===== src/rtl/ppu_vga_pkg.sv =====
// ============================================================================
//  ppu_vga_pkg
//  VGA 640x480@60 timing, NES colour types and the 64-entry NES RGB palette.
//  Revision: 1.0
// ============================================================================
`default_nettype none

package ppu_vga_pkg;

  localparam int H_VIS   = 640;
  localparam int H_FP    = 16;
  localparam int H_SYNC  = 96;
  localparam int H_BP    = 48;
  localparam int H_TOTAL = H_VIS + H_FP + H_SYNC + H_BP;

  localparam int V_VIS   = 480;
  localparam int V_FP    = 10;
  localparam int V_SYNC  = 2;
  localparam int V_BP    = 33;
  localparam int V_TOTAL = V_VIS + V_FP + V_SYNC + V_BP;

  localparam int PPU_W   = 256;
  localparam int PPU_H   = 240;

  typedef logic [5:0]  nes_idx_t;
  typedef logic [23:0] rgb24_t;

  localparam rgb24_t NES_PALETTE [64] = '{
    24'h666666, 24'h002A88, 24'h1412A7, 24'h3B00A4, 24'h5C007E, 24'h6E0040, 24'h6C0600, 24'h561D00,
    24'h333500, 24'h0B4800, 24'h005200, 24'h004F08, 24'h00404D, 24'h000000, 24'h000000, 24'h000000,
    24'hADADAD, 24'h155FD9, 24'h4240FF, 24'h7527FE, 24'hA01ACC, 24'hB71E7B, 24'hB53120, 24'h994E00,
    24'h6B6D00, 24'h388700, 24'h0C9300, 24'h008F32, 24'h007C8D, 24'h000000, 24'h000000, 24'h000000,
    24'hFFFEFF, 24'h64B0FF, 24'h9290FF, 24'hC676FF, 24'hF36AFF, 24'hFE6ECC, 24'hFE8170, 24'hEA9E22,
    24'hBCBE00, 24'h88D800, 24'h5CE430, 24'h45E082, 24'h48CDDE, 24'h4F4F4F, 24'h000000, 24'h000000,
    24'hFFFEFF, 24'hC0DFFF, 24'hD3D2FF, 24'hE8C8FF, 24'hFBC2FF, 24'hFEC4EA, 24'hFECCC5, 24'hF7D8A5,
    24'hE4E594, 24'hCFEF96, 24'hBDF4AB, 24'hB3F3CC, 24'hB5EBF2, 24'hB8B8B8, 24'h000000, 24'h000000
  };

endpackage

`default_nettype wire


===== src/rtl/ppu_vga_scanconv_palette.sv =====
// ============================================================================
//  nes_palette_rom
//  Registered 64x24 NES colour-index to RGB lookup, advanced on the pixel strobe.
//  Revision: 1.0
// ============================================================================
`default_nettype none

module nes_palette_rom
  import ppu_vga_pkg::*;
(
  input  logic        clk,
  input  logic        rst_n,
  input  logic        en,
  input  logic [5:0]  idx,
  output logic [23:0] rgb
);

  logic [23:0] r_rgb;

  always_ff @(posedge clk or negedge rst_n) begin
    if (!rst_n) begin
      r_rgb <= '0;
    end else if (en) begin
      r_rgb <= NES_PALETTE[idx];
    end
  end

  assign rgb = r_rgb;

endmodule

`default_nettype wire


===== src/rtl/ppu_vga_scanconv.sv =====
// ============================================================================
//  ppu_vga_scanconv
//  Line-doubling PPU-to-VGA scan converter with palette lookup.
//  Optional macro SCANLINE_EFFECT_EN halves brightness on odd VGA rows.
//  Revision: 1.0
// ============================================================================
`default_nettype none

module ppu_vga_scanconv
  import ppu_vga_pkg::*;
#(
  parameter int         H_BORDER      = 64,
  parameter logic [5:0] BORDER_COLOUR = 6'h0F
)
(
  input  logic       clk,
  input  logic       rst_n,
  input  logic       pix_en,
  input  logic       pix_valid,
  input  logic [5:0] pix_data,
  input  logic [7:0] pix_x,
  input  logic [7:0] pix_y,
  output logic [7:0] vga_r,
  output logic [7:0] vga_g,
  output logic [7:0] vga_b,
  output logic       vga_hs,
  output logic       vga_vs,
  output logic       vga_blank_n,
  output logic [8:0] vga_line
);

  localparam logic [9:0] c_h_last   = 10'(H_TOTAL - 1);
  localparam logic [9:0] c_v_last   = 10'(V_TOTAL - 1);
  localparam logic [9:0] c_h_vis    = 10'(H_VIS);
  localparam logic [9:0] c_v_vis    = 10'(V_VIS);
  localparam logic [9:0] c_hs_start = 10'(H_VIS + H_FP);
  localparam logic [9:0] c_hs_end   = 10'(H_VIS + H_FP + H_SYNC);
  localparam logic [9:0] c_vs_start = 10'(V_VIS + V_FP);
  localparam logic [9:0] c_vs_end   = 10'(V_VIS + V_FP + V_SYNC);
  localparam logic [9:0] c_img_lo   = 10'(H_BORDER);
  localparam logic [9:0] c_img_hi   = 10'(H_BORDER + 2 * PPU_W);
  localparam logic [7:0] c_ppu_h    = 8'(PPU_H);
  localparam logic [7:0] c_last_x   = 8'(PPU_W - 1);

  logic [9:0]  r_hcnt;
  logic [9:0]  r_vcnt;
  logic        w_vis;
  logic        w_hs_n;
  logic        w_vs_n;
  logic [7:0]  w_src_line;
  logic        w_rd_bank;
  logic        w_in_image;
  logic [9:0]  w_hoff;
  logic [7:0]  w_rd_addr;
  logic        w_line_ok;
  logic        w_wr;

  logic [5:0]  r_lbuf [2][256];
  logic [1:0]  r_valid;
  logic [7:0]  r_line [2];

  logic [5:0]  r_s1_idx;
  logic        r_s1_vis;
  logic        r_s1_hs;
  logic        r_s1_vs;
  logic        r_s2_vis;
  logic        r_s2_hs;
  logic        r_s2_vs;
  logic [23:0] w_pal_rgb;
  logic [23:0] w_pix;
  logic [23:0] w_out;

  always_ff @(posedge clk or negedge rst_n) begin
    if (!rst_n) begin
      r_hcnt <= '0;
      r_vcnt <= '0;
    end else if (pix_en) begin
      if (r_hcnt == c_h_last) begin
        r_hcnt <= '0;
        r_vcnt <= (r_vcnt == c_v_last) ? '0 : r_vcnt + 10'd1;
      end else begin
        r_hcnt <= r_hcnt + 10'd1;
      end
    end
  end

  assign w_vis      = (r_hcnt < c_h_vis) && (r_vcnt < c_v_vis);
  assign w_hs_n     = !((r_hcnt >= c_hs_start) && (r_hcnt < c_hs_end));
  assign w_vs_n     = !((r_vcnt >= c_vs_start) && (r_vcnt < c_vs_end));
  assign w_src_line = r_vcnt[8:1];
  assign w_rd_bank  = w_src_line[0];
  assign w_in_image = w_vis && (r_hcnt >= c_img_lo) && (r_hcnt < c_img_hi);
  assign w_hoff     = r_hcnt - c_img_lo;
  assign w_rd_addr  = 8'(w_hoff >> 1);
  // A bank only shows if it holds a complete copy of exactly the line being scanned.
  assign w_line_ok  = r_valid[w_rd_bank] && (r_line[w_rd_bank] == w_src_line);
  assign w_wr       = pix_valid && (pix_y < c_ppu_h);

  always_ff @(posedge clk) begin
    if (w_wr) begin
      r_lbuf[pix_y[0]][pix_x] <= pix_data;
    end
  end

  always_ff @(posedge clk or negedge rst_n) begin
    if (!rst_n) begin
      r_valid  <= '0;
      r_line[0] <= '0;
      r_line[1] <= '0;
    end else if (w_wr && (pix_x == c_last_x)) begin
      r_valid[pix_y[0]] <= 1'b1;
      r_line[pix_y[0]]  <= pix_y;
    end
  end

  always_ff @(posedge clk or negedge rst_n) begin
    if (!rst_n) begin
      r_s1_idx <= '0;
      r_s1_vis <= 1'b0;
      r_s1_hs  <= 1'b1;
      r_s1_vs  <= 1'b1;
      r_s2_vis <= 1'b0;
      r_s2_hs  <= 1'b1;
      r_s2_vs  <= 1'b1;
    end else if (pix_en) begin
      r_s1_idx <= (w_in_image && w_line_ok) ? r_lbuf[w_rd_bank][w_rd_addr] : BORDER_COLOUR;
      r_s1_vis <= w_vis;
      r_s1_hs  <= w_hs_n;
      r_s1_vs  <= w_vs_n;
      r_s2_vis <= r_s1_vis;
      r_s2_hs  <= r_s1_hs;
      r_s2_vs  <= r_s1_vs;
    end
  end

  nes_palette_rom u_palette (
    .clk   (clk),
    .rst_n (rst_n),
    .en    (pix_en),
    .idx   (r_s1_idx),
    .rgb   (w_pal_rgb)
  );

  assign w_pix = r_s2_vis ? w_pal_rgb : '0;

`ifdef SCANLINE_EFFECT_EN
  logic r_s1_dim;
  logic r_s2_dim;

  always_ff @(posedge clk or negedge rst_n) begin
    if (!rst_n) begin
      r_s1_dim <= 1'b0;
      r_s2_dim <= 1'b0;
    end else if (pix_en) begin
      r_s1_dim <= r_vcnt[0];
      r_s2_dim <= r_s1_dim;
    end
  end

  assign w_out = r_s2_dim ? {1'b0, w_pix[23:17], 1'b0, w_pix[15:9], 1'b0, w_pix[7:1]} : w_pix;
`else
  assign w_out = w_pix;
`endif

  assign vga_r       = w_out[23:16];
  assign vga_g       = w_out[15:8];
  assign vga_b       = w_out[7:0];
  assign vga_hs      = r_s2_hs;
  assign vga_vs      = r_s2_vs;
  assign vga_blank_n = r_s2_vis;
  // Rows 512-524 alias onto 0-12 in this 9-bit view; they are all vertical blanking.
  assign vga_line    = r_vcnt[8:0];

endmodule

`default_nettype wire


===== config.mk =====
export PLATFORM = sky130hd
export DESIGN_NAME = ppu_vga_scanconv
export DESIGN_NICKNAME = d
export VERILOG_FILES = /design/src/rtl/ppu_vga_pkg.sv /design/src/rtl/ppu_vga_scanconv_palette.sv /design/src/rtl/ppu_vga_scanconv.sv
export SDC_FILE = /design/constraint.sdc
export NUM_CORES = 2
export LEC_CHECK = 0
export CAP_MARGIN = 20
export CORE_MARGIN = 8
export CORE_UTILIZATION = 40
export DETAILED_ROUTE_END_ITERATION = 10
export GPL_ROUTABILITY_DRIVEN = 0
export PLACE_DENSITY = 0.54
export REMOVE_ABC_BUFFERS = 1
export SETUP_SLACK_MARGIN = 0.1
export SLEW_MARGIN = 20
export SYNTH_ARGS = -nofsm -noshare
export SYNTH_HDL_FRONTEND = slang
export SYNTH_SLANG_ARGS = --single-unit

===== constraint.sdc =====
create_clock -name clk -period 3.4 [get_ports clk]
set_input_delay 0.34 -clock clk [delete_from_list [all_inputs] [get_ports clk]]
set_output_delay 0.34 -clock clk [all_outputs]
set_load 0.02 [all_outputs]

# [Word-level counts from Yosys, hierarchy flattened]
# Memory sizes are Yosys's and may differ from the RTL's. A register that Yosys moved wholly into a read port is not among the register bits.
# Index checks and enable logic that the tools add are counted.
# Widths: inputs -> output; s select.
[totals] ramBits=3072 latchBits=0 regBits=50 inputBits=26 wordCells=82 memories=2 mem_bits_ro=1536 out_inout_bits=36
[classes] add_sub_neg=3 n_bitwise=6 multipliers=0 n_reduce_logical=16 muxes=21 n_div=0 n_eq_ne=4 n_lt_le_gt_ge=18 shift=0
[memory_table] name="r_lbuf" depth=2 word_bits=1536 read_ports=1 rd_clocked_by_memory_dff=0 wr=1 line_no="ppu_vga_scanconv.sv:58" text="logic [5:0] r_lbuf [2][256];"
[memory_table] name="(name not given)" depth=64 word_bits=24 read_ports=1 rd_clocked_by_memory_dff=1 wr=0 line_no="ppu_vga_scanconv_palette.sv:24" text="r_rgb <= NES_PALETTE[idx];"
[op_table] cell="$mux 1536" count=1
[op_table] cell="$bmux 6 s8" count=1
[op_table] cell="$demux 6 s8" count=1
[op_table] cell="$mux 8" count=4
[op_table] cell="$lt 10x10->1 const B" count=3
[op_table] cell="$mux 24" count=1
[op_table] cell="$mux 6" count=4
[op_table] cell="$add 10x1->10 const B" count=2
[op_table] cell="$eq 10x10->1 const B" count=2
[op_table] cell="$lt 10x9->1 const B" count=2
[op_table] cell="$mux 10" count=2
[op_table] cell="$ge 9x9->1 const B" count=2
[op_table] cell="$not 8->9" count=2
[op_table] cell="$bwmux 16" count=1
[op_table] cell="$logic_and 1x1->1" count=12
[op_table] cell="$ge 10x10->1 const B" count=1
[op_table] cell="$ge 10x7->1 const B" count=1
[op_table] cell="$ge 10x9->1 const B" count=1
[op_table] cell="$lt 9x1->1 const B" count=1
[op_table] cell="$sub 9x7->9 const B" count=1
[op_table] cell="$demux 8 s1" count=1
[op_table] cell="$eq 8x8->1" count=1
[op_table] cell="$eq 8x8->1 const B" count=1
[op_table] cell="$lt 8x8->1 const B" count=1
[op_table] cell="11 further kinds" count=19

# [Depth between registers and ports, before layout]
[logic_depth] word_depth=8 mapped_depth=15 ltp_nobuf=9

# [Cells and area by module]
# Synthesis repeated with hierarchy kept, for this count alone.
[hier_totals] hier_cells=6221 area_unflattened_um2=125731.8
[by_module_without_submodules] module="ppu_vga_scanconv" seq_area_each_um2=93504.7 cells_each=5834 n_inst=1 area_each_um2=122926.6
[by_module_without_submodules] module="nes_palette_rom" seq_area_each_um2=600.6 cells_each=387 n_inst=1 area_each_um2=2805.2

# [Worst setup path before layout]
# No wires, ideal clock.
[synth_timing] path_kind="register -> register" from="register r_vcnt[1]" to="register r_s1_idx[3]" path_stages_with_launch=12 arrival_time_ps=2687 setup_time_ps=126 period_less_slack_ps=2813 path_slack_ps=587 cell_sequence="dfrtp_1 buf_6 buf_6 buf_2 buf_2 mux4_2 a22oi_1 o211ai_1 a211o_1 o211ai_1 nand3b_1 o32a_1"
[synth_via] elab_chain_len=8 elab_cells_between_ends=18
[synth_lines] item="start, declared" line_no="ppu_vga_scanconv.sv:46" text="logic [9:0] r_vcnt;"
[synth_lines] item="start signal, assigned" line_no="ppu_vga_scanconv.sv:80" text="r_vcnt <= (r_vcnt == c_v_last) ? '0 : r_vcnt + 10'd1;"
[synth_lines] item="branches (longest 7 deep; another with $mem_v2 2x1536)"
[synth_lines] item="$mux 6 (*)" line_no="ppu_vga_scanconv.sv:126" text="r_s1_idx <= (w_in_image && w_line_ok) ? r_lbuf[w_rd_bank][w_rd_addr] : BORDER_COLOUR;"
[synth_lines] item="end signal, assigned" line_no="ppu_vga_scanconv.sv:126"
[synth_lines] item="end, declared" line_no="ppu_vga_scanconv.sv:62" text="logic [5:0] r_s1_idx;"
# Mark *: on every way between the ends. The select of a mux whose other input is x is not followed.
# A chain may end at the register's enable or synchronous reset.

# [Worst setup path in the final report]
[layout_timing] from="register r_vcnt[1]" to="register r_s1_idx[5]"
# Same word-level chain as after synthesis.

==> out/summary.log <==
qor: timing.worst_slew_pin_slew 1.16 ns
qor: clock_network.clock_sinks 3146
qor: critical_path.crit-reg2reg-launch r_vcnt[1]
qor: drt.drt-total-wl 372 mm
qor: global_routing.grt_remaining_overflow 0
qor: timing.clock.fmax 296 MHz
qor: power_and_ir_drop.power_density 687 mW/mm^2
qor: critical_path.kind_of_critical_path reg -> reg
qor: logic_synthesis.synth.yosys.warnings 0
qor: timing.timing.final.max_slew_violations 0
qor: clock_network.tritoncts built
qor: logic_synthesis.asyncSetResetFlopFracSynth 0.0235
qor: status.run_status complete, no violations
qor: clock_network.cts-buffers-inserted 327
qor: critical_path.critPathRequiredTime 4.16 ns
qor: global_routing.grt_first_pass_wirelength 523 mm
qor: critical_path.crit_slowest_cell sky130_fd_sc_hd__mux4_2
qor: drt.avgViaCountPerCell 5.74
qor: min_path.worstHoldPathType in -> reg
qor: drt.vias 67143
qor: critical_path.setup.worst_path.start_class flip-flop
qor: timing.period_needed 3.38 ns
qor: floorplan.die_area 0.330 mm^2
qor: global_routing.maximum_number_of_pins_on_one_net_before_global_route_repair 138
qor: drt.route.antenna.remaining_nets 0
qor: critical_path.reg2reg_slack 0.02 ns
qor: job.max_cap_viol_count 0
qor: layout.post_route_cells_drive_above_1_share 0.337
qor: logic_synthesis.synth.cell_area 0.125 mm^2
qor: floorplan.fp-row-count 205
qor: floorplan.initial_cell_density_of_the_core 0.401
qor: critical_path.max_stage_delay 0.55 ns
qor: layout.net_count_final 7349
qor: clock_network.clkTransAtPathRegs 0.06 ns
qor: logic_synthesis.netlist_top_cells_area sky130_fd_sc_hd__edfxtp_1 (74%), sky130_fd_sc_hd__mux4_2 (14%), sky130_fd_sc_hd__nor2_1 (1.9%)
qor: place.place_ws -0.730 ns
qor: logic_synthesis.dominantRegCellSynth sky130_fd_sc_hd__edfxtp_1
qor: critical_path.critical_path.top_delay_family buffers and inverters
qor: critical_path.timing.reg2reg.worst_path_depth 14
qor: timing.max_slew_margin 0.221
qor: logic_synthesis.synth_area_per_cell 20.1 um^2
qor: drt.wire_per_inst 31.8 um
qor: global_routing.first_global_vias 67951
qor: timing.worst_setup_slack_final 0.0215 ns
qor: critical_path.crit_fanout 8
qor: layout.area_delta_synth_final 20.6%
qor: min_path.hold_start pix_y[1]
qor: floorplan.die_w 575 um
qor: layout.most-common-layout-cells sky130_fd_sc_hd__edfxtp_1 (3072), sky130_fd_sc_hd__buf_4 (915), sky130_fd_sc_hd__mux4_2 (774), sky130_fd_sc_hd__nor2_1 (611), sky130_fd_sc_hd__clkbuf_16 (338)
qor: timing.number_of_hold_slack_violations_in_the_final_timing_report 0
qor: logic_synthesis.seq_area_frac_synth 0.754
qor: drt.dr_drc_count 0
qor: critical_path.end_of_the_worst_register_to_register_path r_s1_idx[5]
qor: timing.share_of_the_clock_period_used_by_the_worst_path 0.994
qor: drt.drt_first_pass_iters 9
qor: power_and_ir_drop.vdd.ir_drop.worst 467 uV
qor: critical_path.crit_path_end_kind flip-flop
qor: min_path.hold_end r_line[1]
qor: global_routing.antenna_found_initial 16
qor: floorplan.die_h 575 um
qor: timing.finalSetupViolCount 0
qor: timing.grt_setup_unrepaired true
qor: power_and_ir_drop.p_leak 49.5 nW
qor: clock_network.clock_tree.buffer_depth 4
qor: timing.skew 0.0440 ns
qor: global_routing.track_usage 0.219
qor: logic_synthesis.synth_edf_count 3072
qor: place.post-dp-hpwl 242 mm
qor: clock_network.clk_latency 0.91 ns
qor: critical_path.critical_path.n_buffers_inverters 7
qor: clock_network.clock_tree.htree_level_count 5
qor: critical_path.cp.arrival 4.14 ns
qor: logic_synthesis.synth_cell_types 81
qor: drt.drc_marker_count_from_the_first_detailed_route_iteration 7791
qor: floorplan.core_area 0.311 mm^2
qor: clock_network.cts-root-buf sky130_fd_sc_hd__clkbuf_16
qor: logic_synthesis.synthesis.instances 6198
qor: min_path.worst_hold_path.num_cells 2
qor: place.place.port_buffers 61
qor: critical_path.path_cells buf_12, buf_12, buf_16, buf_16, mux4_2, mux2i_4, buf_6, o22ai_4, a211oi_2, buf_4, nand4_1, buf_6, a221oi_4, o32ai_2
qor: logic_synthesis.seq_cells_post_synth 3146
qor: layout.leading_cell_type_in_the_layout_fill_and_taps_excluded sky130_fd_sc_hd__edfxtp_1
qor: logic_synthesis.yosys.area.top_type sky130_fd_sc_hd__edfxtp_1
qor: logic_synthesis.synth_top_cell_area_share 0.739
qor: floorplan.ios 62
qor: timing.holdWs 0.0940 ns
==> per-layer routing <==
layer,GRT usage,share of wire,wire [um],vias to the layer above
met5,0,0.000097,36,-
met4,0.0609,0.032,11700,6
met3,0.0449,0.078,28900,571
met2,0.354,0.47,177000,2769
met1,0.303,0.42,155000,36075
li1,-,-,-,27722
==> timing repair <==
action | in CTS | in global routing
buffers inserted | 66 | 25
hold endpoints to repair | 333 | 0
gates cloned | 5 | 5
gates resized for setup | 141 | 71
pin swaps | 31 | 33
hold buffers | 8 | 0
endpoints found under the setup margin | 6 | 6
==> state kept, by name (all words and copies together) (netlist names) <==
| signal | cells |
|---|---|
| r_lbuf | 3072 |
| u_palette.rgb | 24 |
| r_line | 16 |
| r_hcnt | 10 |
| r_vcnt | 10 |
| r_s1_idx | 6 |
| r_valid | 2 |
| r_s1_hs | 1 |
| r_s1_vis | 1 |
| r_s1_vs | 1 |
| vga_blank_n | 1 |
| vga_hs | 1 |
| vga_vs | 1 |
==> per-stage QoR <==
step | area [um^2] | TNS [ns] | cells | total power [mW] | util
after floorplan | 123000 | -675.51 | 5786 | 51.3 | -
after global placement | 138000 | -2.12 | 11007 | 68.1 | 0.444
after detailed placement | 138000 | -2.07 | 11007 | 68.2 | 0.444
after CTS | 150000 | 0 | 11669 | 104 | 0.482
after global routing | 151000 | 0 | 11700 | 106 | 0.484
final | 151000 | 0 | 11703 | 103 | 0.484
==> power breakdown <==
part / switching [mW] / internal [mW]
logic: 15.5 / 10.2
registers: 0.235 / 42.7
clock network: 15.1 / 19.7
==> worst max-delay path by stage <==
stage	slack, ns	cells past startpoint	start	endpoint
2_1_floorplan	-30.42	7	r_vcnt[1]	r_s1_idx[3]
3_3_place_gp	-0.76	11	r_vcnt[1]	r_s1_idx[1]
3_5_place_dp	-0.73	11	r_vcnt[1]	r_s1_idx[1]
4_1_cts	0.02	12	r_vcnt[1]	r_s1_idx[1]
5_1_grt	0.003	14	r_vcnt[1]	r_s1_idx[5]
6_report	0.02	14	r_vcnt[1]	r_s1_idx[5]
==> cells by family after synthesis <==
family	Yosys count	synth area share
AO/OA/AOI/OAI	541	0.0295
multiplexers	1043	0.162
AND/OR/NAND/NOR	992	0.0339
XOR/XNOR	20	0.00140
flip-flops	3146	0.754
buffers and inverters	435	0.0176
adder cells (fa/ha/maj)	21	0.00210
==> layout make-up <==
| class | instances | area, um^2 |
|---|---|---|
| well taps | 4140 | 5180 |
| clock buffers | 415 | 8710 |
| repair buffers | 1187 | 11500 |
| fillers | 25690 | 161000 |
| clock inverters | 170 | 1550 |
| inverters | 23 | 93.8 |
| multi-input cells | 2617 | 29300 |
| flip-flops and latches | 3146 | 94100 |
| diodes | 5 | 12.5 |
==> synth_stat cells (all sizes together), types with 9 or more instances <==
master / count
ha: 21
nand3: 41
a22oi: 98
a22o: 18
o22ai: 24
and2: 34
xnor2: 10
mux2i: 223
nand4: 13
nor2b: 26
mux4: 774
nand2b: 12
a31oi: 28
o221ai: 9
nand2: 169
o21ai: 78
nor3: 24
edfxtp: 3072
buf: 236
mux2: 46
a211oi: 41
clkbuf: 176
a221oi: 24
a21oi: 113
inv: 22
xor2: 10
nor2: 619
dfrtp: 70
o211ai: 33
==> worst register-to-register path: stages, from the launching register on <==
cell	delay [ns]
sky130_fd_sc_hd__dfrtp_4	0.44
sky130_fd_sc_hd__buf_12	0.16
sky130_fd_sc_hd__buf_12	0.17
sky130_fd_sc_hd__buf_16	0.17
sky130_fd_sc_hd__buf_16	0.12
sky130_fd_sc_hd__mux4_2	0.55
sky130_fd_sc_hd__mux2i_4	0.19
sky130_fd_sc_hd__buf_6	0.15
sky130_fd_sc_hd__o22ai_4	0.06
sky130_fd_sc_hd__a211oi_2	0.26
sky130_fd_sc_hd__buf_4	0.16
sky130_fd_sc_hd__nand4_1	0.11
sky130_fd_sc_hd__buf_6	0.16
sky130_fd_sc_hd__a221oi_4	0.41
sky130_fd_sc_hd__o32ai_2	0.13
Note: power is estimated with default switching activity, not from simulation.
